==> src/rtl/rx_buf_ctrl.sv <==
// rx_buf_ctrl
//   GMII receive buffer controller. Strips preamble/SFD, writes frame bytes
//   into one of two RAM slots, and offers completed frames to a reader in
//   arrival order. Bad, oversized or slot-less frames are dropped and counted.
//
// Ports
//   clock, reset_n          single clock, asynchronous active-low reset
//   rx_dv, rx_data          GMII receive data valid / byte
//   ram_we, ram_waddr,      buffer RAM write port; address is {slot, offset}
//   ram_wdata
//   frm_valid, frm_slot,    offered frame (oldest committed first)
//   frm_len
//   frm_ack                 reader pulse releasing the offered slot
//   drop_cnt                saturating dropped-frame counter
//   busy                    receive FSM is outside IDLE
module rx_buf_ctrl #(
  parameter int unsigned SLOT_AW = 11,
  parameter int unsigned MAX_LEN = 1518
) (
  input  logic               clock,
  input  logic               reset_n,
  input  logic               rx_dv,
  input  logic [7:0]         rx_data,
  output logic               ram_we,
  output logic [SLOT_AW:0]   ram_waddr,
  output logic [7:0]         ram_wdata,
  output logic               frm_valid,
  output logic               frm_slot,
  output logic [SLOT_AW-1:0] frm_len,
  input  logic               frm_ack,
  output logic [15:0]        drop_cnt,
  output logic               busy
);

  typedef enum logic [1:0] {
    IDLE     = 2'd0,
    PREAMBLE = 2'd1,
    DATA     = 2'd2,
    DROP     = 2'd3
  } state_t;

  state_t             r_state;
  logic               r_wait_idle;   // set by reset: ignore rx until rx_dv drops
  logic [1:0]         r_full;        // committed, not yet acked
  logic               r_slot;        // slot claimed by the frame in DATA
  logic [SLOT_AW-1:0] r_off;

  logic               r_ram_we;
  logic [SLOT_AW:0]   r_ram_waddr;
  logic [7:0]         r_ram_wdata;

  logic               r_frm_valid;
  logic               r_frm_slot;
  logic [SLOT_AW-1:0] r_frm_len;
  logic               r_pend_valid;
  logic               r_pend_slot;
  logic [SLOT_AW-1:0] r_pend_len;

  logic [15:0]        r_drop_cnt;

  logic               w_ack;
  logic [1:0]         w_free;
  logic               w_has_free;
  logic               w_free_slot;
  logic               w_commit;
  logic               w_drop;
  logic               w_at_max;
  logic [1:0]         w_full_nxt;

  always_comb begin
    w_ack      = frm_ack & r_frm_valid;
    // A slot released by this cycle's ack is already claimable by an SFD.
    w_free     = ~r_full;
    if (w_ack) w_free[r_frm_slot] = 1'b1;
    w_has_free  = |w_free;
    w_free_slot = ~w_free[0];
    w_at_max    = (r_off == SLOT_AW'(MAX_LEN));
    w_commit    = (r_state == DATA) && !rx_dv && (r_off != '0);
    w_drop      = ((r_state == DATA) && !rx_dv && (r_off == '0)) ||
                  ((r_state == DROP) && !rx_dv);
    w_full_nxt  = r_full;
    if (w_ack)    w_full_nxt[r_frm_slot] = 1'b0;
    if (w_commit) w_full_nxt[r_slot]     = 1'b1;
  end

  always_ff @(posedge clock or negedge reset_n) begin
    if (!reset_n) begin
      r_state      <= IDLE;
      r_wait_idle  <= 1'b1;
      r_full       <= '0;
      r_slot       <= 1'b0;
      r_off        <= '0;
      r_ram_we     <= 1'b0;
      r_ram_waddr  <= '0;
      r_ram_wdata  <= '0;
      r_frm_valid  <= 1'b0;
      r_frm_slot   <= 1'b0;
      r_frm_len    <= '0;
      r_pend_valid <= 1'b0;
      r_pend_slot  <= 1'b0;
      r_pend_len   <= '0;
      r_drop_cnt   <= '0;
    end else begin
      r_ram_we <= 1'b0;
      r_full   <= w_full_nxt;

      case (r_state)
        IDLE: begin
          if (r_wait_idle) begin
            if (!rx_dv) r_wait_idle <= 1'b0;
          end else if (rx_dv) begin
            r_state <= (rx_data == 8'h55) ? PREAMBLE : DROP;
          end
        end
        PREAMBLE: begin
          if (!rx_dv) begin
            r_state <= IDLE;
          end else if (rx_data == 8'h55) begin
            r_state <= PREAMBLE;
          end else if (rx_data == 8'hD5 && w_has_free) begin
            r_state <= DATA;
            r_slot  <= w_free_slot;
            r_off   <= '0;
          end else begin
            r_state <= DROP;
          end
        end
        DATA: begin
          if (!rx_dv) begin
            r_state <= IDLE;
          end else if (w_at_max) begin
            // Oversize: slot is released simply by never committing it.
            r_state <= DROP;
          end else begin
            r_ram_we    <= 1'b1;
            r_ram_waddr <= {r_slot, r_off};
            r_ram_wdata <= rx_data;
            r_off       <= r_off + SLOT_AW'(1);
          end
        end
        DROP: begin
          if (!rx_dv) r_state <= IDLE;
        end
        default: r_state <= IDLE;
      endcase

      if (w_drop && r_drop_cnt != '1) r_drop_cnt <= r_drop_cnt + 16'd1;

      // Two-entry offer queue: head drives the frm_* outputs, pend holds the
      // younger frame. With only two slots, a commit never meets a full queue.
      if (!r_frm_valid) begin
        if (w_commit) begin
          r_frm_valid <= 1'b1;
          r_frm_slot  <= r_slot;
          r_frm_len   <= r_off;
        end
      end else if (w_ack) begin
        if (r_pend_valid) begin
          r_frm_slot   <= r_pend_slot;
          r_frm_len    <= r_pend_len;
          r_pend_valid <= 1'b0;
        end else if (w_commit) begin
          r_frm_slot <= r_slot;
          r_frm_len  <= r_off;
        end else begin
          r_frm_valid <= 1'b0;
        end
      end else if (w_commit) begin
        r_pend_valid <= 1'b1;
        r_pend_slot  <= r_slot;
        r_pend_len   <= r_off;
      end
    end
  end

  assign ram_we    = r_ram_we;
  assign ram_waddr = r_ram_waddr;
  assign ram_wdata = r_ram_wdata;
  assign frm_valid = r_frm_valid;
  assign frm_slot  = r_frm_slot;
  assign frm_len   = r_frm_len;
  assign drop_cnt  = r_drop_cnt;
  assign busy      = (r_state != IDLE);

endmodule

==> config.mk <==
export PLATFORM = sky130hd
export DESIGN_NAME = rx_buf_ctrl
export DESIGN_NICKNAME = d
export VERILOG_FILES = /design/src/rtl/rx_buf_ctrl.sv
export SDC_FILE = /design/constraint.sdc
export NUM_CORES = 1
export LEC_CHECK = 0
export CELL_PAD_IN_SITES_DETAIL_PLACEMENT = 1
export CELL_PAD_IN_SITES_GLOBAL_PLACEMENT = 1
export CORE_UTILIZATION = 45
export DETAILED_ROUTE_END_ITERATION = 8
export PLACE_DENSITY = 0.95
export SLEW_MARGIN = 0
export SYNTH_ARGS = -nofsm -noshare
export SYNTH_HDL_FRONTEND = slang
export SYNTH_SLANG_ARGS = --single-unit
==> constraint.sdc <==
create_clock -name clock -period 4.92 [get_ports clock]
set_input_delay 0.984 -clock clock [delete_from_list [all_inputs] [get_ports clock]]
set_output_delay 0.984 -clock clock [all_outputs]
set_load 0.005 [all_outputs]
# ---- After elaboration in Yosys (flattened, before gate mapping)
# Cells that the tools add are included.
dict set report word_totals {
  word_cells 113
  output_inout_bits 51
  input_bits 12
  regBits 80
}
dict set report op_classes {
  add_sub_neg 2
  n_eq_ne 17
  order_cmp 4
  bitwise 10
  muxes 42
  reduce_logical 23
}
# operator count
set op_table {}
lappend op_table {{11-bit 2-to-1 mux} 9}
lappend op_table {{2-bit 2-to-1 mux} 11}
lappend op_table {{11-bit case mux with 2 select lines} 1}
lappend op_table {{1-bit 2-to-1 mux} 18}
lappend op_table {{16-bit by 1-bit adder with 16-bit output, second input constant} 1}
lappend op_table {{16-bit inequality test, second input constant} 1}
lappend op_table {{2-bit inequality test, second input constant} 8}
lappend op_table {{11-bit by 1-bit adder with 11-bit output, second input constant} 1}
lappend op_table {{11-bit == test, second input constant} 1}
lappend op_table {{11-bit logical NOT} 1}
lappend op_table {{11-bit nonzero test} 1}
lappend op_table {{8-bit by 7-bit == test with 1-bit output, second input constant} 1}
lappend op_table {{8-bit == test, second input constant} 1}
lappend op_table {{1-bit logical AND} 8}
lappend op_table {{2-bit case mux with 4 select lines} 1}
lappend op_table {{4-bit AND reduction} 2}
lappend op_table {{3-bit AND reduction} 2}
lappend op_table {{6-bit AND reduction} 1}
lappend op_table {{2-bit nonzero test} 3}
lappend op_table {{2-bit == test, second input constant} 2}
lappend op_table {{1-bit by 2-bit less-than comparator with 1-bit output, second input constant} 2}
lappend op_table {{1-bit inverter} 4}
lappend op_table {{2-bit inverter} 2}
lappend op_table {{2-bit OR} 2}
lappend op_table {{12 further kinds} 14}

# ---- Longest topological paths before layout
dict set report depth {
  depth_word 12
  ltp_mapped 8
  mapped_depth_nobuf 7
}

# ---- Worst setup path after synthesis
# OpenSTA, ideal clock, no wires.
dict set report synth_timing {
  kind {input to register}
  from {in rx_data[3]}
  to {reg r_off[10]}
  t_required_ns 4.795
  path_stages 6
  path_slack_ns 2.331
  n_path_buf 1
  setup_time_ns 0.125
  arrival_ns 2.464
  cell_sequence {or3b_1 > a2111o_1 > nor3_2 > buf_2 > nor2_1 > mux2_2}
}
dict set report synth_via {
  elab_chain_len 4
  word_cells_on_any_way 6
  classes_between {eq/ne (4); reduce/logical (2)}
}
# item line
set synth_rtl {}
lappend synth_rtl {{start, declared} 23} ;# input logic [7:0] rx_data,
lappend synth_rtl {{8-bit == test} 120} ;# end else if (rx_data == 8'hD5 && w_has_free) begin
lappend synth_rtl {{1-bit logical AND} 120}
lappend synth_rtl {{2-bit inequality test (no source line)} -}
lappend synth_rtl {{6-bit AND reduction (no source line) *} -}
lappend synth_rtl {{end signal, assigned} 138} ;# r_off <= r_off + SLOT_AW'(1);
lappend synth_rtl {{end, declared} 46} ;# logic [SLOT_AW-1:0] r_off;
# Every way passes the cells marked *; elsewhere a longest branch is shown, timed or not.
# A chain may end at the register's enable or synchronous reset.

# ---- Worst setup path in the final report
dict set report layout_timing {
  from {in rx_dv}
  to {reg r_pend_len[2]}
}
dict set report layout_via {
  elab_chain_len 4
}
# item line
set layout_rtl {}
lappend layout_rtl {{start, declared} 22} ;# input logic rx_dv,
lappend layout_rtl {{1-bit logical NOT} -}
lappend layout_rtl {{1-bit logical AND (2 in series)} 78} ;# w_commit = (r_state == DATA) && !rx_dv && (r_off != '0);
lappend layout_rtl {{3-bit AND reduction (no source line)} -}
lappend layout_rtl {{end signal, assigned} 171} ;# r_pend_len <= r_off;
lappend layout_rtl {{end, declared} 57} ;# logic [SLOT_AW-1:0] r_pend_len;
# Every way passes these cells.

==> metrics <==
CP required=between 5 and 6 ns; area grow syn2layout=24.1%; vias in the first global route=roughly 2800; Netlist cell types=44; Routed WL=9200 um; worst-path cell chain=clkdlybuf4s50_1 > nor3b_1 > o31ai_2 > nor2_1 > mux2_1; Crit Path Class=in -> reg; ys flop type=dfrtp_1; Std-Cell Rows=32; largest area contributor in the netlist=dfrtp_1; Cell Pwr Density=404 nW/um^2; final setup fails=0; final slew viol count=0; DR vias=~2700; ys async rst share=100%; skew final=0.0102 ns; final layout net count=390; number of nets still failing antenna checks after routing=0; Die X=91.4 um; post-synth top area share=55.0%; post-CTS setup buffer count=0; worst-margin pin slew=~1.0 ns; Critical path buffers and inverters=1; TritonCTS Buffers=9; Placed Cells=between 400 and 500; Starting Density=46.5%; Synth Net Count=328; non-filler cells, final=481; Critical Path Fanout Max=12; Yosys Warn Count=0; Hold Path Class=reg -> reg; most frequent cells after synthesis=79 x dfrtp_1, 27 x mux2_1, 22 x nand2_1, 22 x nor2_1, 18 x a21oi_1; routed len/inst=19.1 um; cell family with most CP delay=simple AND/OR/NAND/NOR gates; result of the run=finished clean; Routability Congestion=0.812; CP Capture Type=register; post-synthesis sequential area ratio=between 50% and 60%; clock-pin slew on the worst setup and hold paths=roughly 0.090 ns; initial antenna violation count=0; Die H=91.4 um; clk_lat worst skew=roughly 0.36 ns; global-route wire length before repair=between 15000 and 20000 um; DRT Pass-1 Iters=4; Synth Area per Inst=11.5 sq um; initial DRC count=73; Tcrit/Tclk final=69.5%; H-tree Lvls=3; core area=about 7700 sq um; Synth Instances=312; # DRC=0; leakage power=1.93 nW; largest net degree at the start of global routing=81; max-cap violations=0; number of enable flip-flop cells after synthesis=0; n_diodes=0; Peak Freq=292 MHz; top post-synthesis cells by area=dfrtp_1 55%, mux2_1 8.5%, mux2_2 3.1%, xnor2_1 2.7%, a21oi_1 2.5%; GRT overflow=0; clk root buf=clkbuf_8; total track usage=23.7%; Netlist Area Pre-Place=3590 sq um; Max IR drop VDD=0.210 mV; critical path's largest stage delay=0.85 ns; ratio of cells with drive above 1 in the final layout=approximately a tenth; HPWL after DPL=6390 um; slowest stage cell, crit path=nor2_1; Port Buf Inserts=62; Longest Clk Path Bufs=2; FF+latch count, synth=80; cts hold-fix bufs=0; slew margin rel.=30.1%; RSZ-0062 raised after global routing=false; CP Launch Type=input pin; CTS tree=done; Final Hold Vio Count=0; Avg Vias per Cell=5.55; DIE AREA=around 8300 sq um; # resized after CTS=0; Arrival @ worst endpoint=between 3 and 4 ns; top-count cell post-synth=dfrtp_1; Fin Setup TNS=0 ns; Top Ports=63; CTS sink cnt=80; crit path time final=3.42 ns
[final timing paths]
check                      depth (start not counted)               startpoint                   endpoint  slack [ns]
setup / recovery                                   5                    rx_dv  r_pend_len[2]$_DFFE_PN0P_        1.50
hold / removal                                     1  r_wait_idle$_DFFE_PN1N_    r_wait_idle$_DFFE_PN1N_        0.46
setup reg to reg                                   4   r_state[1]$_DFFE_PN0P_  r_pend_len[2]$_DFFE_PN0P_        2.02
hold reg to reg                                    1  r_wait_idle$_DFFE_PN1N_    r_wait_idle$_DFFE_PN1N_        0.46
max in group asynchronous                          1                  reset_n     r_state[0]$_DFFE_PN0P_        3.46
min in group asynchronous                          1                  reset_n     frm_len[3]$_DFFE_PN0P_        0.79
[state kept, by name, indices dropped and copies added, names as in the netlist]
register      count
drop_cnt         16
frm_len          11
frm_slot          1
frm_valid         1
r_full            2
r_off            11
r_pend_len       11
r_pend_slot       1
r_pend_valid      1
r_slot            1
r_state           2
r_wait_idle       1
ram_waddr        12
ram_wdata         8
ram_we            1
[placed cells by master, fill, tap and decap left out, types with 2 or more instances in the layout]
cell,instances
nand3_1,12
clkdlybuf4s50_1,61
o31ai_1,2
nand2b_1,4
dfrtp_1,79
mux2_2,10
clkinvlp_4,2
inv_1,7
o21ai_1,4
nor3_1,2
a21oi_1,18
mux2_1,27
nand4b_1,2
nor2_1,22
nor2b_1,3
xor2_1,9
o22ai_1,8
buf_4,2
nor4_1,2
and2_1,4
nand2_1,22
clkbuf_8,9
o21ai_0,6
and3_1,10
clkinv_2,3
ha_1,4
xnor2_1,11
o31a_1,2
nand4_1,13
[report_power, final]
group	switching (mW)	internal (mW)
registers	0.134	0.787
clock network	0.257	0.183
logic	0.180	0.259
[per-layer routing]
| metal | track usage [%] | vias to the layer above | wire [um] |
|---|---|---|---|
| li1 | - | 1234 | - |
| met3 | 4.77 | 16 | 293 |
| met2 | 40.9 | 59 | 4750 |
| met5 | 0 | - | 0 |
| met1 | 29.5 | 1360 | 4000 |
| met4 | 8.47 | 0 | 153 |
[kinds of logic (layout without fill, tap and decap cells)]
| logic type | after synthesis | count (layout) | share of synthesized area (%) |
|---|---|---|---|
| AND/OR/NAND/NOR | 105 | 105 | 15.8 |
| flip-flops | 80 | 80 | 55.7 |
| AO/OA/AOI/OAI | 46 | 46 | 7.70 |
| multiplexers | 38 | 38 | 11.9 |
| XOR/XNOR | 20 | 20 | 4.87 |
| buffers and inverters | 19 | 86 | 2.58 |
| adder cells (fa/ha/maj) | 4 | 4 | 1.39 |
[final cells by class]
| cell class | instances | area (sq um) |
|---|---|---|
| multi-input cells | 213 | 1500 |
| clock buffers | 9 | 124 |
| clock inverters | 7 | 47.5 |
| fillers | 831 | 3270 |
| inverters | 7 | 26.3 |
| repair buffers | 63 | 626 |
| well taps | 102 | 128 |
| flip-flops and latches | 80 | 2000 |
[per-stage QoR]
stage	total power, mW	util, %	hold WS, ns	instance area (sq um)	worst slack [ns]
6_report	1.80	57.7	0.462	4460	1.50
3_3_place_gp	1.34	55.5	0.452	4290	1.48
4_1_cts	1.82	57.7	0.465	4460	1.48
5_1_grt	1.90	57.7	0.481	4460	1.32
3_5_place_dp	1.38	55.5	0.453	4290	1.10
2_1_floorplan	1.10	-	0.441	3590	2.33
(Power assumes the default switching activity.)
